**config.mk**
```make
export PLATFORM = sky130hd
export DESIGN_NAME = vdff_sample_fifo
export DESIGN_NICKNAME = d
export VERILOG_FILES = /design/src/rtl/vdff_sample_pkg.sv /design/src/rtl/vdff_sample_buf.sv /design/src/rtl/vdff_sample_fifo.sv
export SDC_FILE = /design/constraint.sdc
export NUM_CORES = 1
export LEC_CHECK = 0
export CAP_MARGIN = 5
export CELL_PAD_IN_SITES_DETAIL_PLACEMENT = 0
export CELL_PAD_IN_SITES_GLOBAL_PLACEMENT = 1
export CORE_MARGIN = 2
export CORE_UTILIZATION = 39
export CTS_BUF_LIST = sky130_fd_sc_hd__clkbuf_4
export CTS_CLUSTER_SIZE = 14
export DETAILED_ROUTE_END_ITERATION = 10
export GPL_ROUTABILITY_DRIVEN = 0
export PLACE_DENSITY = 0.67
export REMOVE_ABC_BUFFERS = 1
export SLEW_MARGIN = 10
export SYNTH_ARGS = -nofsm -noshare
export SYNTH_HDL_FRONTEND = slang
export SYNTH_SLANG_ARGS = --single-unit
export TNS_END_PERCENT = 1
```
**constraint.sdc**
```tcl
create_clock -name clk -period 2.2 [get_ports clk]
set_input_delay 0.22 -clock clk [delete_from_list [all_inputs] [get_ports clk]]
set_output_delay 0.22 -clock clk [all_outputs]
set_load 0.01 [all_outputs]
```
**src/rtl/vdff_sample_pkg.sv**
```systemverilog
// Shared types and helpers for the vdff sample FIFO: FSM state encoding,
// timestamp width and the settle-counter width calculation.
package vdff_sample_pkg;

  typedef enum logic [1:0] {IDLE, SETTLE, PUSH} sample_state_t;

  localparam int TS_W = 16;

  // A settle of 0 or 1 still needs a one-bit counter.
  function automatic int settle_cnt_w(input int settle);
    return (settle < 2) ? 1 : $clog2(settle + 1);
  endfunction

endpackage

```
**src/rtl/vdff_sample_buf.sv**
```systemverilog
// DEPTH-entry circular buffer with registered storage, push/pop arbitration
// and occupancy flags. A push into a full buffer is accepted when a pop
// happens in the same cycle.
module vdff_sample_buf #(
  parameter int W     = 5,
  parameter int DEPTH = 4
) (
  input  logic                       clk,
  input  logic                       rst,
  input  logic                       push,
  input  logic [0:W-1]               wdata,
  input  logic                       pop_ready,
  output logic [0:W-1]               rdata,
  output logic                       valid,
  output logic [$clog2(DEPTH+1)-1:0] count,
  output logic                       full,
  output logic                       push_ok
);

  localparam int PW = $clog2(DEPTH);
  localparam int CW = $clog2(DEPTH + 1);
  localparam logic [CW-1:0] CNT_FULL = CW'(DEPTH);

  logic [0:W-1]  mem_q [DEPTH];
  logic [0:W-1]  mem_d [DEPTH];
  logic [PW-1:0] wr_ptr_q, wr_ptr_d;
  logic [PW-1:0] rd_ptr_q, rd_ptr_d;
  logic [CW-1:0] count_q, count_d;
  logic          pop;

  always_comb begin
    pop      = (count_q != '0) && pop_ready;
    push_ok  = push && ((count_q < CNT_FULL) || pop);
    mem_d    = mem_q;
    wr_ptr_d = wr_ptr_q;
    rd_ptr_d = rd_ptr_q;
    count_d  = count_q;
    // Pointers wrap naturally because DEPTH is a power of two.
    if (push_ok) begin
      mem_d[wr_ptr_q] = wdata;
      wr_ptr_d        = wr_ptr_q + 1'b1;
    end
    if (pop) begin
      rd_ptr_d = rd_ptr_q + 1'b1;
    end
    case ({push_ok, pop})
      2'b10:   count_d = count_q + 1'b1;
      2'b01:   count_d = count_q - 1'b1;
      default: count_d = count_q;
    endcase
  end

  always_ff @(posedge clk or posedge rst) begin
    if (rst) begin
      // NOTE: storage is reset too, so the head word reads 0 straight out of reset.
      mem_q    <= '{default: '0};
      wr_ptr_q <= '0;
      rd_ptr_q <= '0;
      count_q  <= '0;
    end else begin
      mem_q    <= mem_d;
      wr_ptr_q <= wr_ptr_d;
      rd_ptr_q <= rd_ptr_d;
      count_q  <= count_d;
    end
  end

  assign rdata = mem_q[rd_ptr_q];
  assign valid = (count_q != '0);
  assign count = count_q;
  assign full  = (count_q == CNT_FULL);

endmodule

```
**src/rtl/vdff_sample_fifo.sv**
```systemverilog
// Waits for the upstream vdff word to hold for SETTLE cycles, then queues it.
// Define VDFF_SAMPLE_TIMESTAMP_EN to store a 16-bit cycle stamp per entry (out_ts).
module vdff_sample_fifo
  import vdff_sample_pkg::*;
#(
  parameter int SIZE   = 5,
  parameter int DEPTH  = 4,
  parameter int SETTLE = 2
) (
  input  logic                       clk,
  input  logic                       rst,
  input  logic [0:SIZE-1]            in,
  output logic [0:SIZE-1]            out_data,
  output logic                       out_valid,
  input  logic                       out_ready,
  output logic [$clog2(DEPTH+1)-1:0] count,
  output logic                       full,
  output logic                       overflow
`ifdef VDFF_SAMPLE_TIMESTAMP_EN
  ,
  output logic [TS_W-1:0]            out_ts
`endif
);

  localparam int CNT_W = settle_cnt_w(SETTLE);
  localparam logic [CNT_W-1:0] SETTLE_LAST = CNT_W'((SETTLE > 0) ? SETTLE - 1 : 0);
  // The SETTLE parameter hides the enum literal of the same name.
  localparam sample_state_t S_SETTLE = vdff_sample_pkg::SETTLE;

`ifdef VDFF_SAMPLE_TIMESTAMP_EN
  localparam int W = SIZE + TS_W;
`else
  localparam int W = SIZE;
`endif

  sample_state_t   state_q, state_d;
  logic [0:SIZE-1] last_q, last_d;
  logic [0:SIZE-1] cand_q, cand_d;
  logic [CNT_W-1:0] cnt_q, cnt_d;
  logic            overflow_q, overflow_d;
  logic            push_req;
  logic            push_ok;
  logic [0:W-1]    wr_word;
  logic [0:W-1]    rd_word;

  always_comb begin
    // NOTE: every _d gets a default first, so no path can infer a latch.
    state_d = state_q;
    last_d  = last_q;
    cand_d  = cand_q;
    cnt_d   = cnt_q;
    case (state_q)
      IDLE: begin
        if (in != last_q) begin
          cand_d = in;
          if (SETTLE == 0) begin
            state_d = PUSH;
          end else begin
            state_d = S_SETTLE;
            cnt_d   = '0;
          end
        end
      end
      S_SETTLE: begin
        if (in != cand_q) begin
          cand_d = in;
          cnt_d  = '0;
        end else if (cnt_q == SETTLE_LAST) begin
          state_d = PUSH;
        end else begin
          cnt_d = cnt_q + 1'b1;
        end
      end
      PUSH: begin
        // last tracks the settled word even when it is dropped.
        last_d  = cand_q;
        state_d = IDLE;
      end
      default: state_d = IDLE;
    endcase
  end

  assign push_req   = (state_q == PUSH);
  assign overflow_d = overflow_q | (push_req & ~push_ok);

  always_ff @(posedge clk or posedge rst) begin
    if (rst) begin
      state_q    <= IDLE;
      last_q     <= '0;
      cand_q     <= '0;
      cnt_q      <= '0;
      overflow_q <= 1'b0;
    end else begin
      // NOTE: non-blocking so every flop samples pre-edge values of the others.
      state_q    <= state_d;
      last_q     <= last_d;
      cand_q     <= cand_d;
      cnt_q      <= cnt_d;
      overflow_q <= overflow_d;
    end
  end

`ifdef VDFF_SAMPLE_TIMESTAMP_EN
  logic [TS_W-1:0] ts_q, ts_d;

  assign ts_d = ts_q + 1'b1;

  always_ff @(posedge clk or posedge rst) begin
    if (rst) begin
      ts_q <= '0;
    end else begin
      ts_q <= ts_d;
    end
  end

  assign wr_word = {cand_q, ts_q};
  assign out_ts  = rd_word[SIZE:W-1];
`else
  assign wr_word = cand_q;
`endif

  vdff_sample_buf #(
    .W     (W),
    .DEPTH (DEPTH)
  ) u_buf (
    .clk       (clk),
    .rst       (rst),
    .push      (push_req),
    .wdata     (wr_word),
    .pop_ready (out_ready),
    .rdata     (rd_word),
    .valid     (out_valid),
    .count     (count),
    .full      (full),
    .push_ok   (push_ok)
  );

  assign out_data = rd_word[0:SIZE-1];
  assign overflow = overflow_q;

endmodule

```
## Yosys cells after proc, flatten, opt, wreduce, memory -nomap -nowiden

Index checks and enable logic that the tools add are counted.
Widths: inputs -> output; s select.

| cells by class | value |
|---|---|
| magnitude comparators | 4 |
| mux-type cells | 18 |
| bitwise gates (word level) | 5 |
| equality and inequality tests | 13 |
| reduce and logical (&&, ||, !) cells | 11 |
| $add $sub $neg | 5 |

Operator list:

| cell | count |
|---|---|
| $mux 5 | 5 |
| $bwmux 20 | 1 |
| $mux 2 | 6 |
| $bmux 5 s2 | 1 |
| $demux 5 s2 | 1 |
| $ne 5x5->1 | 2 |
| $pmux 5 s2 | 1 |
| $reduce_and 3->1 | 3 |
| $ne 2x2->1 const B | 4 |
| $pmux 2 s2 | 2 |
| $add 2x1->2 const B | 3 |
| $eq 2x1->1 const B | 3 |
| $ge 3x3->1 const B | 2 |
| $not 2->3 | 2 |
| $pmux 3 s2 | 1 |
| $eq 2x2->1 const B | 2 |
| $reduce_bool 2->1 | 2 |
| $add 3x1->3 const B | 1 |
| $eq 3x3->1 const B | 1 |
| $logic_and 1x1->1 | 3 |
| $lt 3x1->1 const B | 1 |
| $lt 3x3->1 const B | 1 |
| $ne 3x3->1 const B | 1 |
| $reduce_bool 3->1 | 1 |
| 6 further kinds | 6 |

| storage, ports and cells | value |
|---|---|
| logic and storage cells | 68 |
| input port bits | 8 |
| flip-flop bits (word level) | 42 |
| output and inout port bits | 11 |

## Longest topological paths before layout

| depth | value |
|---|---|
| word-level depth | 7 |
| depth in mapped cells | 10 |
| mapped depth without buffers | 9 |

## Cells and area by module

A second synthesis with hierarchy kept.

| second synthesis, totals | value |
|---|---|
| cell total of the unflattened synthesis | 147 |
| area total of the unflattened synthesis | 2148.3 sq um |

Modules (own cells, without submodules):

| module | times used | cells each | area each (sq um) | seq. area each (sq um) |
|---|---|---|---|---|
| vdff_sample_buf | 1 | 90 | 1396.3 | 675.6 |
| vdff_sample_fifo | 1 | 57 | 752.0 | 375.4 |

## Worst setup path after synthesis

OpenSTA, ideal clock, no wires.

| timing | value |
|---|---|
| path kind | reg-to-reg |
| from | register u_buf.count_q[0], in the netlist u_buf.count[0] |
| to | register u_buf.count_q[2], in the netlist u_buf.count[2] |
| arrival | 1820 ps |
| data required time | 2072 ps |
| buffers on the path | 0 |
| clock period less this slack | 1947 ps |
| setup time | 128 ps |
| setup slack | 253 ps |
| stages on the path, launching flop included | 9 |
| path through | dfrtp_1 -> or3_1 -> and2_1 -> ha_1 -> inv_1 -> fa_1 -> xor2_1 -> nor2_1 -> xor2_1 |

| on the way | value |
|---|---|
| cells in the longest elaborated chain, start to end | 6 |
| elaborated cells on any way between the ends | 11 |
| those cells by class | add/sub (2); order compare (1); eq/ne (2); mux (1); reduce/logical (5) |

RTL lines:

| what | RTL line | RTL |
|---|---|---|
| start, declared | vdff_sample_buf.sv:28 | `logic [CW-1:0] count_q, count_d;` |
| start signal, assigned | vdff_sample_buf.sv:64 | `count_q <= count_d;` |
| $reduce_bool 3->1 * | -- |  |
| net out_valid | vdff_sample_fifo.sv:14 | `output logic out_valid,` |
| $logic_and 1x1->1 * | vdff_sample_buf.sv:32 | `pop = (count_q != '0) && pop_ready;` |
| net u_buf.pop | vdff_sample_buf.sv:29 | `logic pop;` |
| $logic_or 1x1->1 | vdff_sample_buf.sv:33 | `push_ok = push && ((count_q < CNT_FULL) \|\| pop);` |
| $logic_and 1x1->1 | vdff_sample_buf.sv:33 |  |
| $eq 2x1->1 / $eq 2x2->1 (equally long branches) | vdff_sample_buf.sv:46 | `case ({push_ok, pop})` |
| $pmux 3 s2 / $reduce_bool 2->1 (equally long branches) | -- |  |

Mark *: on every way through the listed nets, which the timed path passes. The rest lies on a longest branch.
A chain may end at the register's enable or synchronous reset.

## Worst setup path in the final report

| timing | value |
|---|---|
| from | register u_buf.rd_ptr_q[1] |
| to | output port out_data[4] (netlist name) |

| on the way | value |
|---|---|
| cells in the longest elaborated chain, start to end | 4 |

RTL lines:

| what | RTL line | RTL |
|---|---|---|
| start, declared | vdff_sample_buf.sv:27 | `logic [PW-1:0] rd_ptr_q, rd_ptr_d;` |
| start signal, assigned | vdff_sample_buf.sv:63 | `rd_ptr_q <= rd_ptr_d;` |
| $not 2->3 (not written as such) | vdff_sample_buf.sv:68 | `assign rdata = mem_q[rd_ptr_q];` |
| $bmux 5 s2 | vdff_sample_buf.sv:68 |  |
| $mux 5 (not written as such) (2 in a row) | vdff_sample_buf.sv:68 |  |
| end, declared | vdff_sample_fifo.sv:13 | `output logic [0:SIZE-1] out_data,` |

No other way between the ends. The select of a mux whose other input is x is not followed.

==> summary.md <==
| Metric | Value |
|---|---|
| Initial antenna violation count | `0` |
| Prevailing post-synth register cell | `dfrtp_1` |
| Fin cells | `241` |
| CP max FO | `6` |
| Die X | `76.0 µm` |
| Gr ovfl total | `0` |
| Setup TNS | `0 ns` |
| H-tree lvl count | `2` |
| CP cell instances | `mux4_2 > clkdlybuf4s50_1` |
| Via-to-Cell Ratio | `4.96` |
| Vias | `1196` |
| Top-area cell type share of the netlist area | `0.519` |
| CP Capture Type | `output port` |
| DR pass1 iterations | `4` |
| First-pass GRT wire length | `6250 µm` |
| Setup WS pre-CTS | `0.0593 ns` |
| Core Region | `5040 µm²` |
| Worst-skew pair later-pin latency | `0.35 ns` |
| Post-Syn Area | `2020 µm²` |
| Num ports | `19` |
| Total Routed Length | `3570 µm` |
| Synth area leaders | `dfrtp_1 52%, mux2_2 14%, mux4_2 5.6%, xor2_1 5.2%, ha_1 3.7%` |
| Setup Fix Bufs, Post-CTS | `0` |
| Full die area | `5780 µm²` |
| Synth Register Bits | `42` |
| Clock sinks | `42` |
| LEAKAGE | `0.00111 µW` |
| Dpl hpwl | `2570 µm` |
| Most common cell in the netlist | `dfrtp_1` |
| CP startpoint kind | `flip-flop` |
| FILL cells | `475` |
| CP peak stage delay | `0.52 ns` |
| Gate Count Post-Synth | `146` |
| Final net count | `186` |
| WP buf/inv | `1` |
| Antenna Nets Post-Route | `0` |
| Fmax | `477 MHz` |
| Slew margin rel. | `0.650` |
| Num CTS Buffers | `5` |
| Synth async-reset ratio | `1.00` |
| Final hold vios | `0` |
| Total GRT Usage | `0.139` |
| Max Cap Violations | `0` |
| Vias in the first global route | `1287` |
| Synth warnings | `0` |
| CP top delay family | `multiplexers` |
| Post-synthesis sequential area ratio | `0.519` |
| Placed Cells | `234` |
| Layout cells sized above 1 | `0.281` |
| Post-Syn Area per Cell | `13.9 µm²` |
| Area grow syn2layout | `16.3%` |
| Die height | `76.0 µm` |
| Clock slew seen by the registers of the worst setup and hold paths | `0.11 ns` |
| Overall power | `1670 µW` |
| Post-CTS Hold Fix Bufs | `0` |
| # rows | `26` |
| Setup violations, final | `0` |
| Clk buf depth | `2` |
| Antenna Cells | `0` |
| Worst slew pin tran | `0.525 ns` |
| TritonCTS clock tree | `yes` |
| Post-synth top area cell | `dfrtp_1` |
| Initial Utilization | `0.401` |
| Largest net degree at the start of global routing | `43` |
| Critical path data required time | `1.98 ns` |
| Residual DRC count | `0` |
| Final period utilization | `0.953` |
| Unique masters post-synth | `32` |
| RSZ-0062 raised after global routing | `false` |
| Hold Path Class | `in -> async` |
| Clock skew | `0.0105 ns` |
| Pwr per Cell Area | `709 nW/µm²` |
| Minimum clock period | `2.10 ns` |
| Critical Path AT | `1.88 ns` |
| Starting DRT DRC Count | `28` |
| Number of port buffers | `18` |
| CP Class | `reg -> out` |
| Wire per inst | `14.8 µm` |
| Crit-path slowest cell | `mux4_2` |
| Synth top cells by count | `42 x dfrtp_1, 25 x mux2_2, 12 x xor2_1, 11 x inv_1, 9 x nand2_1` |
| Final setup margin | `0.103 ns` |
| Post-synth EDFFs | `0` |
| Outcome | `completed` |
| Root Buffer | `clkbuf_4` |
| Max IR drop VDD | `0.000592 V` |
| Max-slew violation count | `0` |
==> power by group <==
part           total (µW)  internal, µW  switching [µW]
logic                 378           213             164
registers             938           832             106
clock network         354           115             238
total                1670          1160             509
==> flip-flops by register name (all words and copies together), names as in the netlist <==
name and count:
u_buf.mem_q 20, overflow 1, last_q 5, cnt_q 2, cand_q 5, u_buf.rd_ptr_q 2, u_buf.count 3, state_q 2
u_buf.wr_ptr_q 2
==> worst paths after layout <==
kind	start	to	slack (ns)	cells past startpoint
worst min register to register	overflow$_DFF_PP0_	overflow$_DFF_PP0_	0.50	1
worst max register to register	u_buf.count[0]$_DFFE_PP0P_	u_buf.count[2]$_DFFE_PP0P_	0.24	8
max in group asynchronous	rst	u_buf.rd_ptr_q[1]$_DFFE_PP0P_	1.52	3
worst min-delay path	rst	cnt_q[1]$_DFFE_PP0P_	0.29	3
worst max-delay path	u_buf.rd_ptr_q[1]$_DFFE_PP0P_	out_data[4]	0.10	2
min in group clk	overflow$_DFF_PP0_	overflow$_DFF_PP0_	0.50	1
==> cell type report <==
type                    instances  area (µm²)  area share
clock inverters                 2        10.0     0.00425
repair buffers                 21         205      0.0872
well taps                      70        87.6      0.0372
inverters                      11        41.3      0.0175
multi-input cells              90         918       0.390
flip-flops and latches         42        1050       0.448
clock buffers                   5        37.5      0.0159
==> cells by family after synthesis <==
group / after synthesis / synth area share
AO/OA/AOI/OAI: 7 / 0.0309
XOR/XNOR: 16 / 0.0693
adder cells (fa/ha/maj): 7 / 0.0470
buffers and inverters: 14 / 0.0266
flip-flops: 42 / 0.519
multiplexers: 36 / 0.228
AND/OR/NAND/NOR: 24 / 0.0792
==> stage by stage <==
stage | utilization | hold WS (ns) | instance area, µm²
after floorplan | - | 0.355 | 2010
after global placement | 0.456 | 0.481 | 2300
after detailed placement | 0.456 | 0.488 | 2300
after CTS | 0.466 | 0.301 | 2350
after global routing | 0.467 | 0.345 | 2350
final | 0.467 | 0.290 | 2350
==> tightest hold or removal path: stages <==
cell	delay, ns
clkdlybuf4s50_1	0.39
inv_1	0.05
buf_4	0.43
==> timing repair <==
item / 4_1_cts / 5_1_grt
cloned: 0 / 0
pin swaps: 0 / 0
endpoints found under the hold margin: 0 / 0
gates resized for setup: 1 / 2
setup endpoints to repair: 4 / 2
==> layer usage <==
layer / wire length (µm) / share of wire / vias to the layer above / track usage
met3: 117 / 0.033 / 8 / 0.0344
met1: 1660 / 0.47 / 607 / 0.181
li1: - / - / 560 / -
met5: 0 / 0 / - / 0
met2: 1730 / 0.49 / 21 / 0.223
met4: 59 / 0.017 / 0 / 0.0600
==> layout by cell type (no fill, tap or decap), types with 2 or more instances in the layout <==
| cell type | n |
|---|---|
| dfrtp_1 | 40 |
| mux2_2 | 25 |
| clkdlybuf4s50_1 | 17 |
| xor2_1 | 12 |
| inv_1 | 11 |
| nand2_1 | 9 |
| ha_1 | 6 |
| mux2_1 | 5 |
| mux4_2 | 5 |
| clkbuf_4 | 5 |
| xnor2_1 | 4 |
| buf_4 | 3 |
| and2_1 | 2 |
| nor2_1 | 2 |
| o221ai_1 | 2 |
| clkinv_2 | 2 |
| dfrtp_2 | 2 |
Note: power is estimated with default switching activity, not from simulation.
